$ cat src/rtl/spi_xfer_sequencer_if.sv
// Host, FIFO and SPI-master signal bundle of the SPI transfer sequencer.
// slave is the sequencer's view, master the driving environment's view.
interface spi_xfer_sequencer_if;
  logic        tx_wr_str;
  logic [15:0] tx_wr_data;
  logic        go_str;
  logic        abort_str;
  logic [7:0]  cs_delay;
  logic [7:0]  gap_delay;
  logic        rx_rd_str;
  logic [15:0] rx_rd_data;
  logic [4:0]  tx_count;
  logic [4:0]  rx_count;
  logic        tx_overflow;
  logic        rx_overflow;
  logic        seq_busy;
  logic        seq_done_str;
  logic        SSF;
  logic [15:0] tx_data;
  logic        tx_start_str;
  logic [15:0] rx_data;
  logic        tx_done_str;
  logic        master_busy;

  modport slave (
    input  tx_wr_str, tx_wr_data, go_str, abort_str,
    input  cs_delay, gap_delay, rx_rd_str,
    input  rx_data, tx_done_str, master_busy,
    output rx_rd_data, tx_count, rx_count,
    output tx_overflow, rx_overflow,
    output seq_busy, seq_done_str, SSF,
    output tx_data, tx_start_str
  );

  modport master (
    output tx_wr_str, tx_wr_data, go_str, abort_str,
    output cs_delay, gap_delay, rx_rd_str,
    output rx_data, tx_done_str, master_busy,
    input  rx_rd_data, tx_count, rx_count,
    input  tx_overflow, rx_overflow,
    input  seq_busy, seq_done_str, SSF,
    input  tx_data, tx_start_str
  );
endinterface

$ cat src/rtl/spi_xfer_sequencer.sv
// Burst sequencer: TX/RX word FIFOs around an external SPI master,
// with chip-select setup/hold, inter-word gaps and abort.
module spi_xfer_sequencer #(
  parameter int FIFO_DEPTH = 8
) (
  input logic                 clk,
  input logic                 resetf,
  spi_xfer_sequencer_if.slave bus
);

  localparam int AW = $clog2(FIFO_DEPTH);
  localparam logic [4:0] FULL = 5'(FIFO_DEPTH);

  localparam logic [2:0] S_IDLE       = 3'd0;
  localparam logic [2:0] S_CS_SETUP   = 3'd1;
  localparam logic [2:0] S_START      = 3'd2;
  localparam logic [2:0] S_WAIT_DONE  = 3'd3;
  localparam logic [2:0] S_GAP        = 3'd4;
  localparam logic [2:0] S_CS_HOLD    = 3'd5;
  localparam logic [2:0] S_ABORT_WAIT = 3'd6;
  localparam logic [2:0] S_DONE       = 3'd7;

  logic [2:0]  state;
  logic [7:0]  dly_cnt;
  logic [4:0]  words_left;
  logic        ssf_q;
  logic [15:0] tx_data_q;
  logic        tx_ovf_q;
  logic        rx_ovf_q;

  logic        in_idle;
  logic        dly_zero;
  logic        abort_hit;
  logic        go_hit;
  logic        tx_pop;
  logic        rx_push;

  logic [15:0] tx_mem [FIFO_DEPTH];
  logic [AW-1:0] tx_wp;
  logic [AW-1:0] tx_rp;
  logic [4:0]  tx_cnt;
  logic        tx_pop_ok;
  logic        tx_push_ok;

  logic [15:0] rx_mem [FIFO_DEPTH];
  logic [AW-1:0] rx_wp;
  logic [AW-1:0] rx_rp;
  logic [4:0]  rx_cnt;
  logic        rx_pop_ok;
  logic        rx_push_ok;

  assign in_idle   = state == S_IDLE;
  assign dly_zero  = dly_cnt == 8'd0;
  assign abort_hit = bus.abort_str && !in_idle;
  assign go_hit    = in_idle && bus.go_str
                   && (tx_cnt != 5'd0);
  // The word is popped on the edge entering START so it is
  // already on tx_data while tx_start_str is high.
  assign tx_pop    = !abort_hit && dly_zero
                   && (state == S_CS_SETUP || state == S_GAP);
  assign rx_push   = !abort_hit && bus.tx_done_str
                   && (state == S_WAIT_DONE);

  assign tx_pop_ok  = tx_pop && (tx_cnt != 5'd0);
  assign tx_push_ok = bus.tx_wr_str
                    && (tx_cnt != FULL || tx_pop_ok);
  assign rx_pop_ok  = bus.rx_rd_str && (rx_cnt != 5'd0);
  assign rx_push_ok = rx_push
                    && (rx_cnt != FULL || rx_pop_ok);

  always_ff @(posedge clk) begin
    if (tx_push_ok) tx_mem[tx_wp] <= bus.tx_wr_data;
    if (rx_push_ok) rx_mem[rx_wp] <= bus.rx_data;
  end

  always_ff @(posedge clk or negedge resetf) begin
    if (!resetf) begin
      tx_wp  <= '0;
      tx_rp  <= '0;
      tx_cnt <= 5'd0;
      rx_wp  <= '0;
      rx_rp  <= '0;
      rx_cnt <= 5'd0;
    end else begin
      if (tx_push_ok) tx_wp <= tx_wp + AW'(1);
      if (tx_pop_ok)  tx_rp <= tx_rp + AW'(1);
      if (rx_push_ok) rx_wp <= rx_wp + AW'(1);
      if (rx_pop_ok)  rx_rp <= rx_rp + AW'(1);
      tx_cnt <= tx_cnt + 5'(tx_push_ok)
              - 5'(tx_pop_ok);
      rx_cnt <= rx_cnt + 5'(rx_push_ok)
              - 5'(rx_pop_ok);
    end
  end

  always_ff @(posedge clk or negedge resetf) begin
    if (!resetf) begin
      state      <= S_IDLE;
      dly_cnt    <= 8'd0;
      words_left <= 5'd0;
      ssf_q      <= 1'b1;
      tx_data_q  <= 16'h0;
    end else if (abort_hit) begin
      state <= S_ABORT_WAIT;
      ssf_q <= 1'b1;
    end else begin
      unique case (state)
        S_IDLE: begin
          if (go_hit) begin
            words_left <= tx_cnt;
            ssf_q      <= 1'b0;
            dly_cnt    <= bus.cs_delay;
            state      <= S_CS_SETUP;
          end
        end
        S_CS_SETUP, S_GAP: begin
          if (dly_zero) begin
            tx_data_q  <= tx_mem[tx_rp];
            words_left <= words_left - 5'd1;
            state      <= S_START;
          end else begin
            dly_cnt <= dly_cnt - 8'd1;
          end
        end
        S_START: state <= S_WAIT_DONE;
        S_WAIT_DONE: begin
          if (bus.tx_done_str) begin
            if (words_left != 5'd0) begin
              dly_cnt <= bus.gap_delay;
              state   <= S_GAP;
            end else begin
              dly_cnt <= bus.cs_delay;
              state   <= S_CS_HOLD;
            end
          end
        end
        S_CS_HOLD: begin
          if (dly_zero) begin
            ssf_q <= 1'b1;
            state <= S_DONE;
          end else begin
            dly_cnt <= dly_cnt - 8'd1;
          end
        end
        S_ABORT_WAIT: begin
          if (!bus.master_busy) state <= S_DONE;
        end
        S_DONE: state <= S_IDLE;
        default: state <= S_IDLE;
      endcase
    end
  end

  // A go clears the sticky flags, but a drop in that cycle still sets them.
  always_ff @(posedge clk or negedge resetf) begin
    if (!resetf) begin
      tx_ovf_q <= 1'b0;
      rx_ovf_q <= 1'b0;
    end else begin
      if (go_hit) begin
        tx_ovf_q <= 1'b0;
        rx_ovf_q <= 1'b0;
      end
      if (bus.tx_wr_str && !tx_push_ok) tx_ovf_q <= 1'b1;
      if (rx_push && !rx_push_ok)       rx_ovf_q <= 1'b1;
    end
  end

  assign bus.tx_count     = tx_cnt;
  assign bus.rx_count     = rx_cnt;
  assign bus.rx_rd_data   = (rx_cnt == 5'd0) ? 16'h0
                          : rx_mem[rx_rp];
  assign bus.tx_overflow  = tx_ovf_q;
  assign bus.rx_overflow  = rx_ovf_q;
  assign bus.seq_busy     = !in_idle;
  assign bus.seq_done_str = state == S_DONE;
  assign bus.SSF          = ssf_q;
  assign bus.tx_data      = tx_data_q;
  assign bus.tx_start_str = state == S_START;

endmodule

$ cat src/flat_wrapper.sv
// flat-port wrapper written by rule: the top's interface ports become plain ports
module spi_xfer_sequencer_flat 
#(
  parameter int FIFO_DEPTH = 8
)
  (clk, resetf, bus_tx_wr_str, bus_tx_wr_data, bus_go_str, bus_abort_str, bus_cs_delay, bus_gap_delay, bus_rx_rd_str, bus_rx_data, bus_tx_done_str, bus_master_busy, bus_rx_rd_data, bus_tx_count, bus_rx_count, bus_tx_overflow, bus_rx_overflow, bus_seq_busy, bus_seq_done_str, bus_SSF, bus_tx_data, bus_tx_start_str);
  spi_xfer_sequencer_if bus_i ();
  input logic clk;
  input logic resetf;
  input wire logic [$bits(bus_i.tx_wr_str)-1:0] bus_tx_wr_str;
  input wire logic [$bits(bus_i.tx_wr_data)-1:0] bus_tx_wr_data;
  input wire logic [$bits(bus_i.go_str)-1:0] bus_go_str;
  input wire logic [$bits(bus_i.abort_str)-1:0] bus_abort_str;
  input wire logic [$bits(bus_i.cs_delay)-1:0] bus_cs_delay;
  input wire logic [$bits(bus_i.gap_delay)-1:0] bus_gap_delay;
  input wire logic [$bits(bus_i.rx_rd_str)-1:0] bus_rx_rd_str;
  input wire logic [$bits(bus_i.rx_data)-1:0] bus_rx_data;
  input wire logic [$bits(bus_i.tx_done_str)-1:0] bus_tx_done_str;
  input wire logic [$bits(bus_i.master_busy)-1:0] bus_master_busy;
  output wire logic [$bits(bus_i.rx_rd_data)-1:0] bus_rx_rd_data;
  output wire logic [$bits(bus_i.tx_count)-1:0] bus_tx_count;
  output wire logic [$bits(bus_i.rx_count)-1:0] bus_rx_count;
  output wire logic [$bits(bus_i.tx_overflow)-1:0] bus_tx_overflow;
  output wire logic [$bits(bus_i.rx_overflow)-1:0] bus_rx_overflow;
  output wire logic [$bits(bus_i.seq_busy)-1:0] bus_seq_busy;
  output wire logic [$bits(bus_i.seq_done_str)-1:0] bus_seq_done_str;
  output wire logic [$bits(bus_i.SSF)-1:0] bus_SSF;
  output wire logic [$bits(bus_i.tx_data)-1:0] bus_tx_data;
  output wire logic [$bits(bus_i.tx_start_str)-1:0] bus_tx_start_str;
  assign bus_i.tx_wr_str = bus_tx_wr_str;
  assign bus_i.tx_wr_data = bus_tx_wr_data;
  assign bus_i.go_str = bus_go_str;
  assign bus_i.abort_str = bus_abort_str;
  assign bus_i.cs_delay = bus_cs_delay;
  assign bus_i.gap_delay = bus_gap_delay;
  assign bus_i.rx_rd_str = bus_rx_rd_str;
  assign bus_i.rx_data = bus_rx_data;
  assign bus_i.tx_done_str = bus_tx_done_str;
  assign bus_i.master_busy = bus_master_busy;
  assign bus_rx_rd_data = bus_i.rx_rd_data;
  assign bus_tx_count = bus_i.tx_count;
  assign bus_rx_count = bus_i.rx_count;
  assign bus_tx_overflow = bus_i.tx_overflow;
  assign bus_rx_overflow = bus_i.rx_overflow;
  assign bus_seq_busy = bus_i.seq_busy;
  assign bus_seq_done_str = bus_i.seq_done_str;
  assign bus_SSF = bus_i.SSF;
  assign bus_tx_data = bus_i.tx_data;
  assign bus_tx_start_str = bus_i.tx_start_str;
  spi_xfer_sequencer #(.FIFO_DEPTH(FIFO_DEPTH)) u_core (.clk(clk), .resetf(resetf), .bus(bus_i));
endmodule
$ cat config.mk
export PLATFORM = sky130hd
export DESIGN_NAME = spi_xfer_sequencer_flat
export DESIGN_NICKNAME = d
export VERILOG_FILES = /design/src/rtl/spi_xfer_sequencer_if.sv /design/src/rtl/spi_xfer_sequencer.sv /design/src/flat_wrapper.sv
export SDC_FILE = /design/constraint.sdc
export NUM_CORES = 1
export LEC_CHECK = 0
export ABC_AREA = 0
export CAP_MARGIN = 20
export CORE_AREA = 2 2 187 207
export CTS_CLUSTER_SIZE = 28
export DETAILED_ROUTE_END_ITERATION = 6
export DIE_AREA = 0 0 189 209
export GPL_TIMING_DRIVEN = 0
export PLACE_DENSITY = 0.59
export SYNTH_ARGS = -nofsm -noshare
export SYNTH_HDL_FRONTEND = slang
export SYNTH_SLANG_ARGS = --single-unit
$ cat constraint.sdc
create_clock -name clk -period 5.35 [get_ports clk]
set_clock_uncertainty 0.2 [all_clocks]
set_input_delay 1.07 -clock clk [delete_from_list [all_inputs] [get_ports clk]]
set_output_delay 1.07 -clock clk [all_outputs]
set_load 0.02 [all_outputs]
==> results.py <==
metrics = {
    "route": {
        "postRouteAntennaNets": 0,
        "drt_wl_total_um": 28500,
        "drt-wirelength-per-cell_um": 19.9,
        "vias": 7083,
        "initialDrtViolationCount": 503,
        "drc": 0,
        "vias_per_cell": 4.95,
        "drtPass1Iterations": 6,
    },
    "yosys": {
        "syn_avg_cell_area_um2": 17.4,
        "syn_inst": 742,
        "async_reset_ff_share_pct": 18.2,
        "yosys_register_bits": 313,
        "synth_fp_nets": 821,
        "syn_area_um2": 12900,
        "synth_edf_count": 256,
        "synth_warnings": 0,
        "yosysSeqAreaShare_pct": 70.7,
        "ys.flop_type": "edfxtp_1",
        "yosysUniqueCellTypes": 56,
    },
    "power_and_ir_drop": {
        "power.density_nw_per_um2": 523,
        "p_leak_nw": 5.45,
        "ir_worst_vdd_mv": 0.297,
        "p_total_mw": 8.36,
    },
    "run": {
        "drv_cap": 0,
    },
    "critical_path": {
        "cp_num_buf_inv": 3,
        "slowest_stage": "clkbuf_1",
        "startpoint_type": "register",
        "end_kind": "primary output",
        "critPathKind": "reg -> out",
        "slowest_delay_ps": 730,
        "cp_cell_sequence": "buf_1 > clkbuf_1 > mux2i_1 > nor2_1 > clkdlybuf4s50_1",
        "crit_arrival_ps": 3170,
        "critPathRequiredTime_ps": 4080,
        "crit_fanout": 10,
        "crit_family": "buffers and inverters",
    },
    "floorplan": {
        "start_util_pct": 34.3,
        "ios": 104,
        "fp.dieArea_um2": 39500,
        "core_area_um2": 37600,
        "die_h_um": 209,
        "rows": 75,
        "die_w_um": 189,
    },
    "timing": {
        "period_needed_ps": 4440,
        "max_freq_ghz": 0.225,
        "layout_setup_ws_ps": 913,
        "setup_tns_ps": 0,
        "fin_crit_sh_pct": 82.9,
        "drv_slew": 0,
        "setup_viol": 0,
        "hold_viol": 0,
        "worst_pin_slew_ps": 934,
        "whs_ps": 299,
        "grt_setup_unrepaired": "false",
        "maxSlewHeadroom_pct": 37.7,
    },
    "clocking": {
        "clockRootBuffer": "clkbuf_16",
        "ctsHoldBuffers": 0,
        "htreeDepth": 2,
        "ctsResizeCount": 0,
        "insertion_delay_ps": 520,
        "cts_tree": "done",
        "clock_path_buffers": 3,
        "clkSinkCount": 313,
        "numCtsBuffers": 35,
        "cts_setup_buffers": 0,
        "path_clk_slew_ps": 60,
    },
    "grt": {
        "grt_pass1_vias": 7203,
        "overflow": 0,
        "grtUsageTotal_pct": 14.4,
        "antenna_found_initial": 2,
        "grt_pass1_wl_um": 43400,
        "grt_max_degree": 58,
    },
    "place": {
        "port_buffers": 103,
        "pre_cts_slack_ps": 853,
        "dp_hpwl_um": 18700,
        "gp_congestion": 0.762,
        "placed_cell_area_um2": 14900,
        "place_inst": 1366,
    },
    "layout": {
        "design_area_um2": 16000,
        "fillers": 3380,
        "fin_nets": 982,
        "area_growth_pct": 23.9,
        "drive_gt1_share_pct": 18.9,
        "n_antenna_cell": 0,
        "final_cells": 1430,
        "utilization_pct": 42.4,
    },
    "min_path": {
        "hold_path.class": "reg -> reg",
    },
    "run_status": {
        "status": "finished clean",
    },
}
[layer usage]
| metal | wire, um | part of all wire, % | global-route usage, % | vias up |
|---|---|---|---|---|
| li1 | - | - | - | 3225 |
| met2 | 14000 | 49 | 24.3 | 177 |
| met4 | 573 | 2.0 | 3.96 | 4 |
| met5 | 26 | 0.091 | 0 | - |
| met1 | 12400 | 43 | 19.2 | 3635 |
| met3 | 1480 | 5.2 | 2.87 | 42 |
[registers in the layout, indices dropped and copies added (netlist names), 5 cells and up]
register             flops
u_core.rx_mem          128
u_core.words_left        5
u_core.bus.tx_count      5
u_core.bus.rx_count      5
u_core.dly_cnt           8
u_core.bus.tx_data      16
u_core.tx_mem          128
[synthesized netlist by cell type (6+ instances only)]
| cell type | instances | area, um^2 |
|---|---|---|
| a21oi_1 | 33 | 165 |
| buf_2 | 12 | 60.1 |
| clkbuf_1 | 21 | 78.8 |
| dfrtp_1 | 56 | 1400 |
| edfxtp_1 | 256 | 7690 |
| ha_1 | 21 | 263 |
| inv_1 | 29 | 109 |
| mux2i_1 | 32 | 320 |
| mux4_2 | 64 | 1440 |
| nand2_1 | 31 | 116 |
| nand3_1 | 8 | 40.0 |
| nor2_1 | 57 | 214 |
| nor3_1 | 12 | 60.1 |
| nor3b_1 | 6 | 45.0 |
| o21ai_0 | 13 | 65.1 |
| xnor2_1 | 12 | 105 |
[cells in the final DEF, fill, tap and decap left out, types with 4 or more instances in the layout]
cell type | synthesis | routed
nor3_2 | 0 | 7
buf_8 | 0 | 6
clkdlybuf4s50_1 | 0 | 102
mux4_2 | 64 | 64
xor2_1 | 5 | 5
xnor2_1 | 12 | 12
inv_1 | 29 | 29
o21ai_0 | 13 | 13
a21oi_1 | 33 | 33
clkbuf_16 | 0 | 36
ha_1 | 21 | 21
nand2_1 | 31 | 31
nor3_1 | 12 | 5
buf_2 | 12 | 12
edfxtp_1 | 256 | 256
nor2_2 | 0 | 6
a221oi_1 | 5 | 5
a22o_1 | 4 | 4
nor2_1 | 57 | 51
clkinv_1 | 1 | 12
buf_6 | 0 | 15
dfrtp_1 | 56 | 56
mux2i_1 | 32 | 32
nand3_1 | 8 | 8
nand3b_1 | 4 | 4
clkbuf_1 | 21 | 28
nand2b_1 | 5 | 5
[worst reg2reg max path, cell delays in order, from the launching register on]
cell     delay [ps]
dfrtp_1         400
inv_1           100
ha_1            200
or4b_4          520
nor4b_4         410
and2_1          190
buf_2           170
ha_1            240
inv_1            60
ha_1            160
inv_1            60
fa_1            400
inv_1            70
a21oi_1          60
nor2_1          100
nor2_1           60
xnor2_1         110
[cells by family (layout without fill, tap and decap cells)]
family | after synthesis | in the layout | synth area share [%]
AOI/OAI and AO/OA | 77 | 77 | 3.95
and+or+nand+nor | 144 | 144 | 5.62
DFF | 313 | 313 | 70.7
xor gates and xnor gates | 18 | 18 | 1.28
adders and majority gates | 24 | 24 | 2.43
buffers and inverters | 66 | 254 | 2.04
muxes | 100 | 100 | 14.0
[worst paths after layout]
check	startpoint	to	slack, ps	cells past startpoint
setup / recovery	u_core.rx_rp[2]	bus_rx_rd_data[10]	910	5
hold / removal	u_core.tx_wp[2]	u_core.tx_wp[2]	300	1
setup reg to reg	u_core.dly_cnt[0]	u_core.bus.tx_count[4]	1730	16
hold reg to reg	u_core.tx_wp[2]	u_core.tx_wp[2]	300	1
max in group asynchronous	resetf	u_core.rx_rp[0]	3920	1
min in group asynchronous	resetf	u_core.tx_wp[1]	460	1
[power by group]
group	switching [mW]	internal [mW]	total, mW
Combinational	1.48	1.34	2.82
Sequential	0.240	3.01	3.25
Clock	0.942	1.35	2.29
Total	2.67	5.69	8.36
[cell type report]
class,instances,area (um^2),share of cell area [%]
Inverter,30,113,0.705
Tap cell,500,626,3.92
Sequential cell,313,9110,57.1
Clock inverter,20,158,0.987
Timing Repair Buffer,124,1290,8.06
Buffer,36,150,0.940
Multi-Input combinational cell,363,3580,22.4
Clock buffer,44,941,5.89
Note: power is estimated with default switching activity, not from simulation.
